==> config.mk <==
export PLATFORM = sky130hd
export DESIGN_NAME = ahb_sram_responder_flat
export DESIGN_NICKNAME = d
export VERILOG_FILES = /design/src/rtl/ahb_pkg.sv /design/src/rtl/ahb_sram_responder_if.sv /design/src/rtl/ahb_sram_excl_monitor.sv /design/src/rtl/ahb_sram_responder.sv /design/src/flat_wrapper.sv
export SDC_FILE = /design/constraint.sdc
export NUM_CORES = 1
export LEC_CHECK = 0
export CAP_MARGIN = 40
export CORE_ASPECT_RATIO = 0.5
export CORE_MARGIN = 2
export CORE_UTILIZATION = 27
export DETAILED_ROUTE_END_ITERATION = 8
export PLACE_DENSITY = 0.82
export SLEW_MARGIN = 5
export SYNTH_ARGS = -nofsm -noshare
export SYNTH_HDL_FRONTEND = slang
export SYNTH_SLANG_ARGS = --single-unit
==> constraint.sdc <==
create_clock -name clk -period 1.45 [get_ports clk]
set_input_delay 0.29 -clock clk [delete_from_list [all_inputs] [get_ports clk]]
set_output_delay 0.29 -clock clk [all_outputs]
set_load 0.03 [all_outputs]
==> src/rtl/ahb_pkg.sv <==
// ahb_pkg
//   Shared AHB-Lite definitions for the SRAM responder slice:
//   transfer-type and size codes, the data-phase state encoding, and
//   small decode helpers used by the responder datapath.
package ahb_pkg;

    localparam logic [1:0] HTRANS_IDLE = 2'b00;
    localparam logic [1:0] HTRANS_BUSY = 2'b01;
    localparam logic [1:0] HTRANS_NSEQ = 2'b10;
    localparam logic [1:0] HTRANS_SEQ  = 2'b11;

    localparam logic [2:0] HSIZE_BYTE = 3'd0;
    localparam logic [2:0] HSIZE_HALF = 3'd1;
    localparam logic [2:0] HSIZE_WORD = 3'd2;

    // Data-phase state of the transfer accepted in the previous cycle.
    typedef enum logic [2:0] {
        DPH_NONE,
        DPH_READ,
        DPH_READ_STALL,
        DPH_WRITE,
        DPH_ERR1,
        DPH_ERR2
    } dph_state_t;

    // Byte lanes touched by a transfer of the given size at the given lane.
    function automatic logic [3:0] byte_enables(input logic [2:0] size,
                                                input logic [1:0] lane);
        logic [3:0] be;
        case (size)
            HSIZE_BYTE: be = 4'b0001 << lane;
            HSIZE_HALF: be = 4'b0011 << lane;
            default:    be = 4'b1111;
        endcase
        return be;
    endfunction

    // Oversized or misaligned transfers are answered with ERROR.
    function automatic logic xfer_error(input logic [2:0] size,
                                        input logic [1:0] lane);
        return (size > HSIZE_WORD)
            || (size == HSIZE_HALF && lane[0])
            || (size == HSIZE_WORD && lane != 2'b00);
    endfunction

endpackage

==> src/rtl/ahb_sram_responder_if.sv <==
// ahb_sram_responder_if
//   AHB-Lite bus bundle between the single master and the SRAM responder.
//   Master drives: hsel, haddr, htrans, hwrite, hsize, hprot, hexcl,
//                  hready (bus-level), hwdata.
//   Slave drives:  hready_resp, hresp, hexokay, hrdata.
interface ahb_sram_responder_if #(
    parameter int W_ADDR = 32,
    parameter int W_DATA = 32
);
    logic              ahbls_hsel;
    logic [W_ADDR-1:0] ahbls_haddr;
    logic [1:0]        ahbls_htrans;
    logic              ahbls_hwrite;
    logic [2:0]        ahbls_hsize;
    logic [3:0]        ahbls_hprot;
    logic              ahbls_hexcl;
    logic              ahbls_hready;
    logic [W_DATA-1:0] ahbls_hwdata;
    logic              ahbls_hready_resp;
    logic              ahbls_hresp;
    logic              ahbls_hexokay;
    logic [W_DATA-1:0] ahbls_hrdata;

    modport slave (
        input  ahbls_hsel, ahbls_haddr, ahbls_htrans, ahbls_hwrite,
               ahbls_hsize, ahbls_hprot, ahbls_hexcl, ahbls_hready,
               ahbls_hwdata,
        output ahbls_hready_resp, ahbls_hresp, ahbls_hexokay, ahbls_hrdata
    );

    modport master (
        output ahbls_hsel, ahbls_haddr, ahbls_htrans, ahbls_hwrite,
               ahbls_hsize, ahbls_hprot, ahbls_hexcl, ahbls_hready,
               ahbls_hwdata,
        input  ahbls_hready_resp, ahbls_hresp, ahbls_hexokay, ahbls_hrdata
    );
endinterface

==> src/rtl/ahb_sram_excl_monitor.sv <==
// ahb_sram_excl_monitor
//   Single-entry reservation for LR/SC style exclusive accesses.
//   Built only when AHB_SRAM_EXCL_MONITOR_EN is defined.
//   Ports:
//     clk, rst     clock, synchronous active-high reset (clears reservation)
//     set_i        exclusive read accepted: reserve set_addr_i
//     clear_i      write data phase that must drop the reservation
//     check_i      qualifies match_o (write data phase in progress)
//     set_addr_i   word address being reserved
//     chk_addr_i   word address of the write in its data phase
//     match_o      reservation valid and covering chk_addr_i
`ifdef AHB_SRAM_EXCL_MONITOR_EN
module ahb_sram_excl_monitor #(
    parameter int W_SRAM_ADDR = 12
) (
    input  logic                   clk,
    input  logic                   rst,
    input  logic                   set_i,
    input  logic                   clear_i,
    input  logic                   check_i,
    input  logic [W_SRAM_ADDR-1:0] set_addr_i,
    input  logic [W_SRAM_ADDR-1:0] chk_addr_i,
    output logic                   match_o
);
    logic                   valid_q;
    logic [W_SRAM_ADDR-1:0] addr_q;

    // A new reservation takes priority over a clear in the same cycle.
    always_ff @(posedge clk) begin
        if (rst) begin
            valid_q <= 1'b0;
            addr_q  <= '0;
        end else if (set_i) begin
            valid_q <= 1'b1;
            addr_q  <= set_addr_i;
        end else if (clear_i) begin
            valid_q <= 1'b0;
        end
    end

    assign match_o = check_i && valid_q && (addr_q == chk_addr_i);
endmodule
`endif

==> src/rtl/ahb_sram_responder.sv <==
// ahb_sram_responder
//   AHB-Lite slave in front of a single-port synchronous SRAM.
//   Reads: zero wait states (one wait when directly behind a write).
//   Writes: commit in the data phase. Oversize/misaligned transfers get
//   the two-cycle ERROR response. Exclusive monitor is present only when
//   AHB_SRAM_EXCL_MONITOR_EN is defined; otherwise hexokay is 0 and
//   exclusive writes are dropped.
//   Ports:
//     clk, rst     clock, synchronous active-high reset
//     bus          AHB-Lite slave modport (ahbls_* signals)
//     sram_addr    SRAM word address
//     sram_ce      SRAM enable
//     sram_we      SRAM write
//     sram_wbe     SRAM byte enables
//     sram_wdata   SRAM write data
//     sram_rdata   SRAM read data, one cycle after a read enable
module ahb_sram_responder
    import ahb_pkg::*;
#(
    parameter int W_ADDR      = 32,
    parameter int W_DATA      = 32,
    parameter int DEPTH       = 4096,
    parameter int W_SRAM_ADDR = $clog2(DEPTH)
) (
    input  logic                   clk,
    input  logic                   rst,
    ahb_sram_responder_if.slave    bus,
    output logic [W_SRAM_ADDR-1:0] sram_addr,
    output logic                   sram_ce,
    output logic                   sram_we,
    output logic [3:0]             sram_wbe,
    output logic [W_DATA-1:0]      sram_wdata,
    input  logic [W_DATA-1:0]      sram_rdata
);

    dph_state_t state_q, state_d;

    logic [W_SRAM_ADDR-1:0] waddr_q;
    logic [1:0]             lane_q;
    logic [2:0]             size_q;
    logic                   excl_q;

    logic                   aph_valid;
    logic                   aph_err;
    logic                   aph_read;
    logic [W_SRAM_ADDR-1:0] aph_widx;
    logic                   excl_pass;
    logic                   excl_rd_okay;
    logic                   wr_commit;

    assign aph_valid = bus.ahbls_hsel && bus.ahbls_htrans[1] && bus.ahbls_hready;
    assign aph_err   = xfer_error(bus.ahbls_hsize, bus.ahbls_haddr[1:0]);
    assign aph_read  = aph_valid && !aph_err && !bus.ahbls_hwrite;
    assign aph_widx  = bus.ahbls_haddr[W_SRAM_ADDR+1:2];

    // Upper address bits alias onto the SRAM; hprot has no effect here.
    logic unused_ok;
    assign unused_ok = ^{bus.ahbls_hprot, bus.ahbls_htrans[0],
                         bus.ahbls_haddr[W_ADDR-1:W_SRAM_ADDR+2]};

    always_ff @(posedge clk) begin
        if (rst) begin
            waddr_q <= '0;
            lane_q  <= '0;
            size_q  <= HSIZE_BYTE;
            excl_q  <= 1'b0;
        end else if (aph_valid) begin
            waddr_q <= aph_widx;
            lane_q  <= bus.ahbls_haddr[1:0];
            size_q  <= bus.ahbls_hsize;
            excl_q  <= bus.ahbls_hexcl;
        end
    end

`ifdef AHB_SRAM_EXCL_MONITOR_EN
    logic mon_check;
    logic mon_clear;

    assign mon_check = (state_q == DPH_WRITE);
    // Exclusive writes always drop the reservation; plain writes only when
    // they hit the reserved word.
    assign mon_clear = mon_check && (excl_q || excl_pass);

    ahb_sram_excl_monitor #(
        .W_SRAM_ADDR (W_SRAM_ADDR)
    ) u_excl_monitor (
        .clk        (clk),
        .rst        (rst),
        .set_i      (aph_read && bus.ahbls_hexcl),
        .clear_i    (mon_clear),
        .check_i    (mon_check),
        .set_addr_i (aph_widx),
        .chk_addr_i (waddr_q),
        .match_o    (excl_pass)
    );

    assign excl_rd_okay = excl_q;
`else
    assign excl_pass    = 1'b0;
    assign excl_rd_okay = 1'b0;
`endif

    // A failed exclusive write completes with OKAY but never reaches SRAM.
    assign wr_commit = (state_q == DPH_WRITE) && (!excl_q || excl_pass) && !rst;

    always_ff @(posedge clk) begin
        if (rst) begin
            state_q <= DPH_NONE;
        end else begin
            state_q <= state_d;
        end
    end

    always_comb begin
        state_d = state_q;
        unique case (state_q)
            DPH_READ_STALL: state_d = DPH_READ;
            DPH_ERR1:       state_d = DPH_ERR2;
            default: begin
                if (!aph_valid) begin
                    state_d = DPH_NONE;
                end else if (aph_err) begin
                    state_d = DPH_ERR1;
                end else if (bus.ahbls_hwrite) begin
                    state_d = DPH_WRITE;
                end else if (state_q == DPH_WRITE) begin
                    state_d = DPH_READ_STALL;
                end else begin
                    state_d = DPH_READ;
                end
            end
        endcase
    end

    always_comb begin
        bus.ahbls_hready_resp = !(state_q == DPH_READ_STALL || state_q == DPH_ERR1);
        bus.ahbls_hresp       = (state_q == DPH_ERR1) || (state_q == DPH_ERR2);
        bus.ahbls_hrdata      = (state_q == DPH_READ) ? sram_rdata : '0;
        bus.ahbls_hexokay     = ((state_q == DPH_READ) && excl_rd_okay)
                             || ((state_q == DPH_WRITE) && excl_q && excl_pass);

        sram_ce    = 1'b0;
        sram_we    = 1'b0;
        sram_addr  = aph_widx;
        sram_wbe   = byte_enables(size_q, lane_q);
        sram_wdata = bus.ahbls_hwdata;

        // The single port serves, in priority order: the write commit, a
        // read deferred behind that commit, then a fresh address-phase read.
        if (!rst) begin
            if (state_q == DPH_WRITE) begin
                sram_ce   = wr_commit;
                sram_we   = wr_commit;
                sram_addr = waddr_q;
            end else if (state_q == DPH_READ_STALL) begin
                sram_ce   = 1'b1;
                sram_addr = waddr_q;
            end else if (aph_read) begin
                sram_ce   = 1'b1;
            end
        end
    end

endmodule

==> src/flat_wrapper.sv <==
// flat-port wrapper written by rule: the top's interface ports become plain ports
module ahb_sram_responder_flat import ahb_pkg::*;
#(
    parameter int W_ADDR      = 32,
    parameter int W_DATA      = 32,
    parameter int DEPTH       = 4096,
    parameter int W_SRAM_ADDR = $clog2(DEPTH)
)
  (clk, rst, sram_addr, sram_ce, sram_we, sram_wbe, sram_wdata, sram_rdata, bus_ahbls_hsel, bus_ahbls_haddr, bus_ahbls_htrans, bus_ahbls_hwrite, bus_ahbls_hsize, bus_ahbls_hprot, bus_ahbls_hexcl, bus_ahbls_hready, bus_ahbls_hwdata, bus_ahbls_hready_resp, bus_ahbls_hresp, bus_ahbls_hexokay, bus_ahbls_hrdata);
  ahb_sram_responder_if #(.W_ADDR(W_ADDR), .W_DATA(W_DATA)) bus_i ();
  input  logic clk;
  input  logic rst;
  output logic [W_SRAM_ADDR-1:0] sram_addr;
  output logic sram_ce;
  output logic sram_we;
  output logic [3:0] sram_wbe;
  output logic [W_DATA-1:0] sram_wdata;
  input  logic [W_DATA-1:0] sram_rdata;
  input wire logic [$bits(bus_i.ahbls_hsel)-1:0] bus_ahbls_hsel;
  input wire logic [$bits(bus_i.ahbls_haddr)-1:0] bus_ahbls_haddr;
  input wire logic [$bits(bus_i.ahbls_htrans)-1:0] bus_ahbls_htrans;
  input wire logic [$bits(bus_i.ahbls_hwrite)-1:0] bus_ahbls_hwrite;
  input wire logic [$bits(bus_i.ahbls_hsize)-1:0] bus_ahbls_hsize;
  input wire logic [$bits(bus_i.ahbls_hprot)-1:0] bus_ahbls_hprot;
  input wire logic [$bits(bus_i.ahbls_hexcl)-1:0] bus_ahbls_hexcl;
  input wire logic [$bits(bus_i.ahbls_hready)-1:0] bus_ahbls_hready;
  input wire logic [$bits(bus_i.ahbls_hwdata)-1:0] bus_ahbls_hwdata;
  output wire logic [$bits(bus_i.ahbls_hready_resp)-1:0] bus_ahbls_hready_resp;
  output wire logic [$bits(bus_i.ahbls_hresp)-1:0] bus_ahbls_hresp;
  output wire logic [$bits(bus_i.ahbls_hexokay)-1:0] bus_ahbls_hexokay;
  output wire logic [$bits(bus_i.ahbls_hrdata)-1:0] bus_ahbls_hrdata;
  assign bus_i.ahbls_hsel = bus_ahbls_hsel;
  assign bus_i.ahbls_haddr = bus_ahbls_haddr;
  assign bus_i.ahbls_htrans = bus_ahbls_htrans;
  assign bus_i.ahbls_hwrite = bus_ahbls_hwrite;
  assign bus_i.ahbls_hsize = bus_ahbls_hsize;
  assign bus_i.ahbls_hprot = bus_ahbls_hprot;
  assign bus_i.ahbls_hexcl = bus_ahbls_hexcl;
  assign bus_i.ahbls_hready = bus_ahbls_hready;
  assign bus_i.ahbls_hwdata = bus_ahbls_hwdata;
  assign bus_ahbls_hready_resp = bus_i.ahbls_hready_resp;
  assign bus_ahbls_hresp = bus_i.ahbls_hresp;
  assign bus_ahbls_hexokay = bus_i.ahbls_hexokay;
  assign bus_ahbls_hrdata = bus_i.ahbls_hrdata;
  ahb_sram_responder #(.W_ADDR(W_ADDR), .W_DATA(W_DATA), .DEPTH(DEPTH), .W_SRAM_ADDR(W_SRAM_ADDR)) u_core (.clk(clk), .rst(rst), .bus(bus_i), .sram_addr(sram_addr), .sram_ce(sram_ce), .sram_we(sram_we), .sram_wbe(sram_wbe), .sram_wdata(sram_wdata), .sram_rdata(sram_rdata));
endmodule
==> impl_metrics.json, run 1 <==
{
  "syn_inst": 197,
  "slowest_stage": "dfxtp_2",
  "period_share_pct": 121,
  "synth_common_cells": "37 x nand2_1, 34 x buf_4, 32 x and2_1",
  "period_minus_slack_ps": 1760,
  "vias": 1716,
  "violations": "negative setup slack",
  "post_drt_wl_per_cell_um": 15.1,
  "dpl-instance-area_sq_mm": 0.00264,
  "synth_compound_area_share_pct": 13.0,
  "p_sw_uw": 514,
  "final-hold-violation-count": 0,
  "track_usage_pct": 15.5,
  "synth_nets": 308,
  "numPortBuffers": 107,
  "cts_root_buf": "clkbuf_16",
  "synth_top_area_share_pct": 25.8,
  "hpwl_um": 4110,
  "fmax_mhz": 568,
  "p_per_area_mw_per_mm2": 617,
  "synth_seq_cells": 21,
  "io-pin-count": 196,
  "cts.sinks": 21,
  "share_comb_of_total_power_pct": 34.5,
  "muxShareOfSynthArea_pct": 10.6,
  "drc": 0,
  "h-tree-depth": 1,
  "setup_viol": 47,
  "critical-path-top-delay-family": "flip-flops",
  "hold_ws_ps": 346,
  "cts_buffers": 3,
  "critical_path_required_ps": 1160,
  "gp_congestion": 0.788,
  "synthArstFlopShare_pct": 0,
  "rsz0062_at_grt": "true",
  "drv_cap": 0,
  "yosys.area_share.simple_pct": 30.8,
  "grt_pass1_vias": 1773,
  "drt_first_pass_iters": 4,
  "drv_slew": 0,
  "arrival_ps": 1470,
  "skew_ps": 1.67,
  "yosys_warnings": 0,
  "p_seq_share_pct": 33.4,
  "p_sw_share_pct": 28.1,
  "fin_area_sq_mm": 0.00296,
  "hold_buffers": 0,
  "worst_setup_path_start_kind": "flop",
  "crit_buf_inv": 2,
  "drtIter0Drc": 63,
  "worstHoldPathType": "input port to flop",
  "yosys.area.top_type": "dfxtp_1",
  "die_w_um": 114,
  "viasPerCell": 4.64,
  "synth-xor-area-share_pct": 0,
  "total_power_uw": 1830,
  "fp-row-count": 19,
  "synth-edff-count": 0,
  "cts_max_path_buffers": 2,
  "antenna_found_initial": 0,
  "yosys.cell_count.top_type": "nand2_1",
  "clkPwrFrac_pct": 32.1,
  "netlist_area_sq_mm": 0.00163,
  "fin_ws_ps": -310,
  "nNetsFinal": 409,
  "crit_fanout": 8,
  "drt_wl_total_um": 5580,
  "power.leakage_uw": 0.00127,
  "ys_top_cells_by_area": "dfxtp_1 26%, buf_4 16%, and2_1 12%, mux2_4 9.2%, nand2_1 8.5%",
  "yosysSeqAreaShare_pct": 25.8,
  "path_class": "flop to output port",
  "start_util_pct": 28.8,
  "ant_nets": 0,
  "end_kind": "output port",
  "grt_max_degree": 33,
  "ir_drop_mv": 0.365,
  "outcome": "finished with violations",
  "overflow": 0,
  "synth_adder_area_share_pct": 0,
  "utilization_pct": 52.3,
  "area_delta_synth_final_pct": 81.5,
  "core_sq_mm": 0.00566,
  "synth_cell_types": 35,
  "syn_avg_cell_area_sq_um": 8.28,
  "clkTransAtPathRegs_ps": 60,
  "critPathMaxStageDelay_ps": 320,
  "drive_gt1_share_pct": 43.1,
  "crit_chain": "nand2b_4 > nor2_4 > buf_12 > mux2_4 > buf_6",
  "grt_first_pass_wirelength_um": 8210,
  "die_h_um": 59.0,
  "dieArea_sq_mm": 0.00672,
  "diodes": 0,
  "cts_tree": "yes",
  "intPower_uw": 1310,
  "synth_top_family_by_area": "simple AND/OR/NAND/NOR gates",
  "ys.flop_type": "dfxtp_1",
  "clock_latency_ps": 260
}
==> worst min-delay path: stages <==
cell	delay (ps)
buf_2	140
nand2_1	70
a21oi_1	60
==> layout by cell type (no fill, tap or decap), types with 3 or more instances in the layout <==
cell type,netlist,final
buf_4,34,31
dfxtp_2,0,3
dfxtp_1,21,17
buf_2,3,3
dlygate4sd2_1,0,4
clkdlybuf4s50_1,0,46
nor2_1,4,3
a21oi_1,18,18
nand2_1,37,37
clkbuf_16,0,3
and2_1,32,30
mux2_4,10,12
o21ai_1,0,3
buf_6,2,52
==> state kept, by name, summed over array words and instances (netlist names) <==
signal,cells
u_core.waddr_q,12
u_core.size_q,3
u_core.state_q,3
u_core.lane_q,2
u_core.excl_q,1
==> metal layers <==
layer  vias to the layer above  wire length [um]  global-route usage [%]
li1                        817                 -                       -
met1                       802              1950                    14.3
met2                        75              3040                    32.4
met3                        22               414                    4.43
met4                         0               180                    6.45
met5                         -                 0                       0
==> path summary, 6_finish.rpt <==
kind / start / end / slack [ps] / cells past startpoint
max: u_core.state_q[2]$_SDFF_PP0_ / sram_addr[6] / -310 / 5
min: bus_ahbls_haddr[0] / u_core.lane_q[0]$_SDFFE_PP0N_ / 350 / 3
max reg2reg: u_core.state_q[2]$_SDFF_PP0_ / u_core.state_q[1]$_SDFF_PP0_ / 60 / 6
min reg2reg: u_core.waddr_q[10]$_SDFFE_PP0N_ / u_core.waddr_q[10]$_SDFFE_PP0N_ / 460 / 2
==> layout make-up <==
class,count,area [sq um]
Fill cell,474,2700
Clock inverter,1,7.51
Clock buffer,3,75.1
Inverter,1,3.75
Tap cell,73,91.3
Sequential cell,21,428
Timing Repair Buffer,140,1390
Multi-Input combinational cell,131,965
==> power groups by stage <==
stage / sequential (uW) / clock [uW] / combinational, uW
CTS: 610 / 598 / 622
floorplan: 622 / 0 / 426
global placement: 621 / 0 / 565
global route: 613 / 619 / 662
finish: 611 / 587 / 630
detailed placement: 623 / 0 / 577
==> through the flow <==
step	TNS [ps]	cells	worst slack, ps
6_report	-11970	370	-310
5_1_grt	-15210	370	-348
2_1_floorplan	-43.6	197	-39.2
4_1_cts	-12750	369	-344
3_3_place_gp	-12800	361	-833
3_5_place_dp	-14640	361	-874
==> kinds of logic (layout without fill, tap and decap cells) <==
kind of cell / count (synthesis) / in the layout
simple gates: 87 / 87
buf+inv: 45 / 145
compound gates: 31 / 31
flops: 21 / 21
mux: 12 / 12
other cells: 1 / 1
==> what timing repair did <==
| action | 4_1_cts | 5_1_grt |
|---|---|---|
| resized for setup | 160 | 10 |
| buffers inserted | 4 | 1 |
| setup endpoints to repair | 52 | 51 |
| pin swaps | 8 | 3 |
(Power assumes the default switching activity.)
==> run 2: changes to the inputs <==
GPL_TIMING_DRIVEN = 0   (was default)
SKIP_CTS_REPAIR_TIMING = 1   (was default)
clock period = 1.63 ns   (was 1.45 ns; I/O delays follow)
==> run 2 against run 1 <==
- the flow still finishes with violations (negative setup slack)
- cell area is 22% higher
- clock skew down 0.66 ps
- largest cell class unchanged
- critical path depth did not move
- combinational power is 26% higher
- largest power group unchanged
- hold slack worse by 50 ps
- die area unchanged
- via count rose by 12%
- wire length is 14% higher
- critical endpoint unchanged
==> impl_metrics.json, run 2 (synthesis gave the netlist of run 1 again) <==
{
  "period_share_pct": 121,
  "fp-row-count": 19,
  "worstHoldPathType": "input port to flop",
  "grt_max_degree": 12,
  "cts_root_buf": "clkbuf_16",
  "clkPwrFrac_pct": 27.8,
  "area_delta_synth_final_pct": 121,
  "total_power_uw": 1850,
  "period_minus_slack_ps": 1970,
  "reg_top3": "u_core.waddr_q: 12 flops, u_core.size_q: 3 flops, u_core.state_q: 3 flops",
  "outcome": "finished with violations",
  "share_comb_of_total_power_pct": 42.8,
  "hpwl_um": 4560,
  "r2r_cells": 4,
  "crit_chain": "nand2b_4 > nor2_4 > clkbuf_16 > mux2_4 > buf_6",
  "drt_first_pass_iters": 4,
  "reg2reg_to": "u_core.state_q[1]$_SDFF_PP0_",
  "p_seq_share_pct": 29.4,
  "cts_tree": "yes",
  "cts_buffers": 3,
  "final.setup.tns_ps": -7960,
  "clkTransAtPathRegs_ps": 60,
  "p_sw_share_pct": 30.3,
  "fin_ws_ps": -341,
  "track_usage_pct": 15.0,
  "nNetsFinal": 468,
  "fmax_mhz": 507,
  "diodes": 0,
  "r2r_setup_slack_ps": 450,
  "drt_wl_total_um": 6380,
  "drv_cap": 0,
  "dp_slack_ps": -980,
  "p_sw_uw": 560,
  "cts_max_path_buffers": 2,
  "viasPerCell": 4.47,
  "worst_setup_path_start_kind": "flop",
  "drv_slew": 0,
  "clock_latency_ps": 250,
  "gp_congestion": 0.783,
  "numPortBuffers": 138,
  "slowest_stage": "dfxtp_4",
  "overflow": 0,
  "final-hold-violation-count": 0,
  "final_cells": 429,
  "path_class": "flop to output port",
  "crit_buf_inv": 2,
  "ir_drop_mv": 0.379,
  "crit_fanout": 6,
  "end_kind": "output port",
  "drtIter0Drc": 78,
  "ant_nets": 0,
  "core_sq_mm": 0.00566,
  "hp-start": "rst",
  "setup_viol": 47,
  "drc": 0,
  "dpl-instance-area_sq_mm": 0.00312,
  "critPathMaxStageDelay_ps": 360,
  "h-tree-depth": 1,
  "worstMarginPinSlew_ps": 560,
  "final_cell_mix": "81 x clkdlybuf4s50_1, 55 x buf_6, 47 x buf_4",
  "power.leakage_uw": 0.00164,
  "post_drt_wl_per_cell_um": 14.9,
  "dp.cells": 408,
  "violations": "negative setup slack",
  "top_register": "u_core.waddr_q",
  "arrival_ps": 1650,
  "p_per_area_mw_per_mm2": 514,
  "grt_pass1_vias": 1688,
  "whs_path_depth": 2,
  "intPower_uw": 1290,
  "die_h_um": 59.0,
  "grt_first_pass_wirelength_um": 8180,
  "antenna_found_initial": 0,
  "worstReg2RegStart": "u_core.state_q[1]$_SDFF_PP0_",
  "holdPathEnd": "u_core.state_q[1]$_SDFF_PP0_",
  "start_util_pct": 28.8,
  "io-pin-count": 196,
  "slew_headroom_pct": 62.7,
  "skew_ps": 1.01,
  "critical-path-top-delay-family": "simple AND/OR/NAND/NOR gates",
  "nFillCells": 431,
  "cts.sinks": 21,
  "drive_gt1_share_pct": 48.3,
  "largest_reg_flops": 12,
  "final_common_cell": "clkdlybuf4s50_1",
  "die_w_um": 114,
  "dieArea_sq_mm": 0.00672,
  "critical_path_required_ps": 1300,
  "rsz0062_at_grt": "true",
  "vias": 1916,
  "fin_area_sq_mm": 0.00360
}
[run 2: cell types whose count changed in the layout (fill, tap and decap cells not counted), moves of 4 or more]
cell             change
dlygate4sd2_1        -4
and2_4              +30
clkdlybuf4s50_1     +35
dlymetal6s2s_1       +9
buf_4               +16
and2_1              -30
[run 2: cell type report]
cell class | count | area, sq um | area share (%)
sequential | 21 | 432 | 12.0
inverter | 1 | 3.75 | 0.104
clock buffer | 4 | 78.8 | 2.19
buffer | 44 | 349 | 9.70
timing repair buffer | 155 | 1610 | 44.8
multi-input combinational | 131 | 1030 | 28.6
tap | 73 | 91.3 | 2.54
[run 2: power by group through the flow]
stage / Clock [uW] / Combinational, uW / Sequential (uW)
3_3_place_gp: 0 / 703 / 555
2_1_floorplan: 0 / 378 / 553
6_report: 514 / 793 / 544
4_1_cts: 519 / 716 / 545
3_5_place_dp: 0 / 713 / 556
5_1_grt: 546 / 826 / 546
[run 2: layer usage]
metal / vias to the layer above / routed length, um / share of wire (%) / track usage, %
met2: 98 / 3450 / 54 / 30.8
met1: 875 / 2350 / 37 / 16.2
met4: 0 / 112 / 1.8 / 3.66
met5: - / 0 / 0 / 0
met3: 12 / 457 / 7.2 / 2.88
li1: 931 / - / - / -
[run 2: how the worst max path moves through the flow]
stage / start / end / slack (ps) / cells after the start
finish: u_core.state_q[2]$_SDFF_PP0_ / sram_addr[6] / -340 / 5
global route: u_core.state_q[2]$_SDFF_PP0_ / sram_addr[8] / -370 / 5
CTS: bus_ahbls_hsize[2] / sram_ce / -980 / 5
detailed placement: bus_ahbls_hsize[2] / sram_ce / -980 / 5
global placement: bus_ahbls_hsize[2] / sram_ce / -980 / 5
floorplan: rst / sram_we / -20 / 3
[run 2: worst reg2reg max path: cells and delay by family (launching register included)]
family / cells / cell delay (ps)
compound gates: 1 / 170
buf+inv: 1 / 140
flops: 1 / 370
simple gates: 2 / 430
[run 2: metrics by stage]
stage | hold WS, ps | utilization [%]
finish | 296 | 63.6
global route | 304 | 63.6
CTS | 301 | 56.6
detailed placement | 448 | 55.2
global placement | 441 | 55.2
floorplan | 433 | -
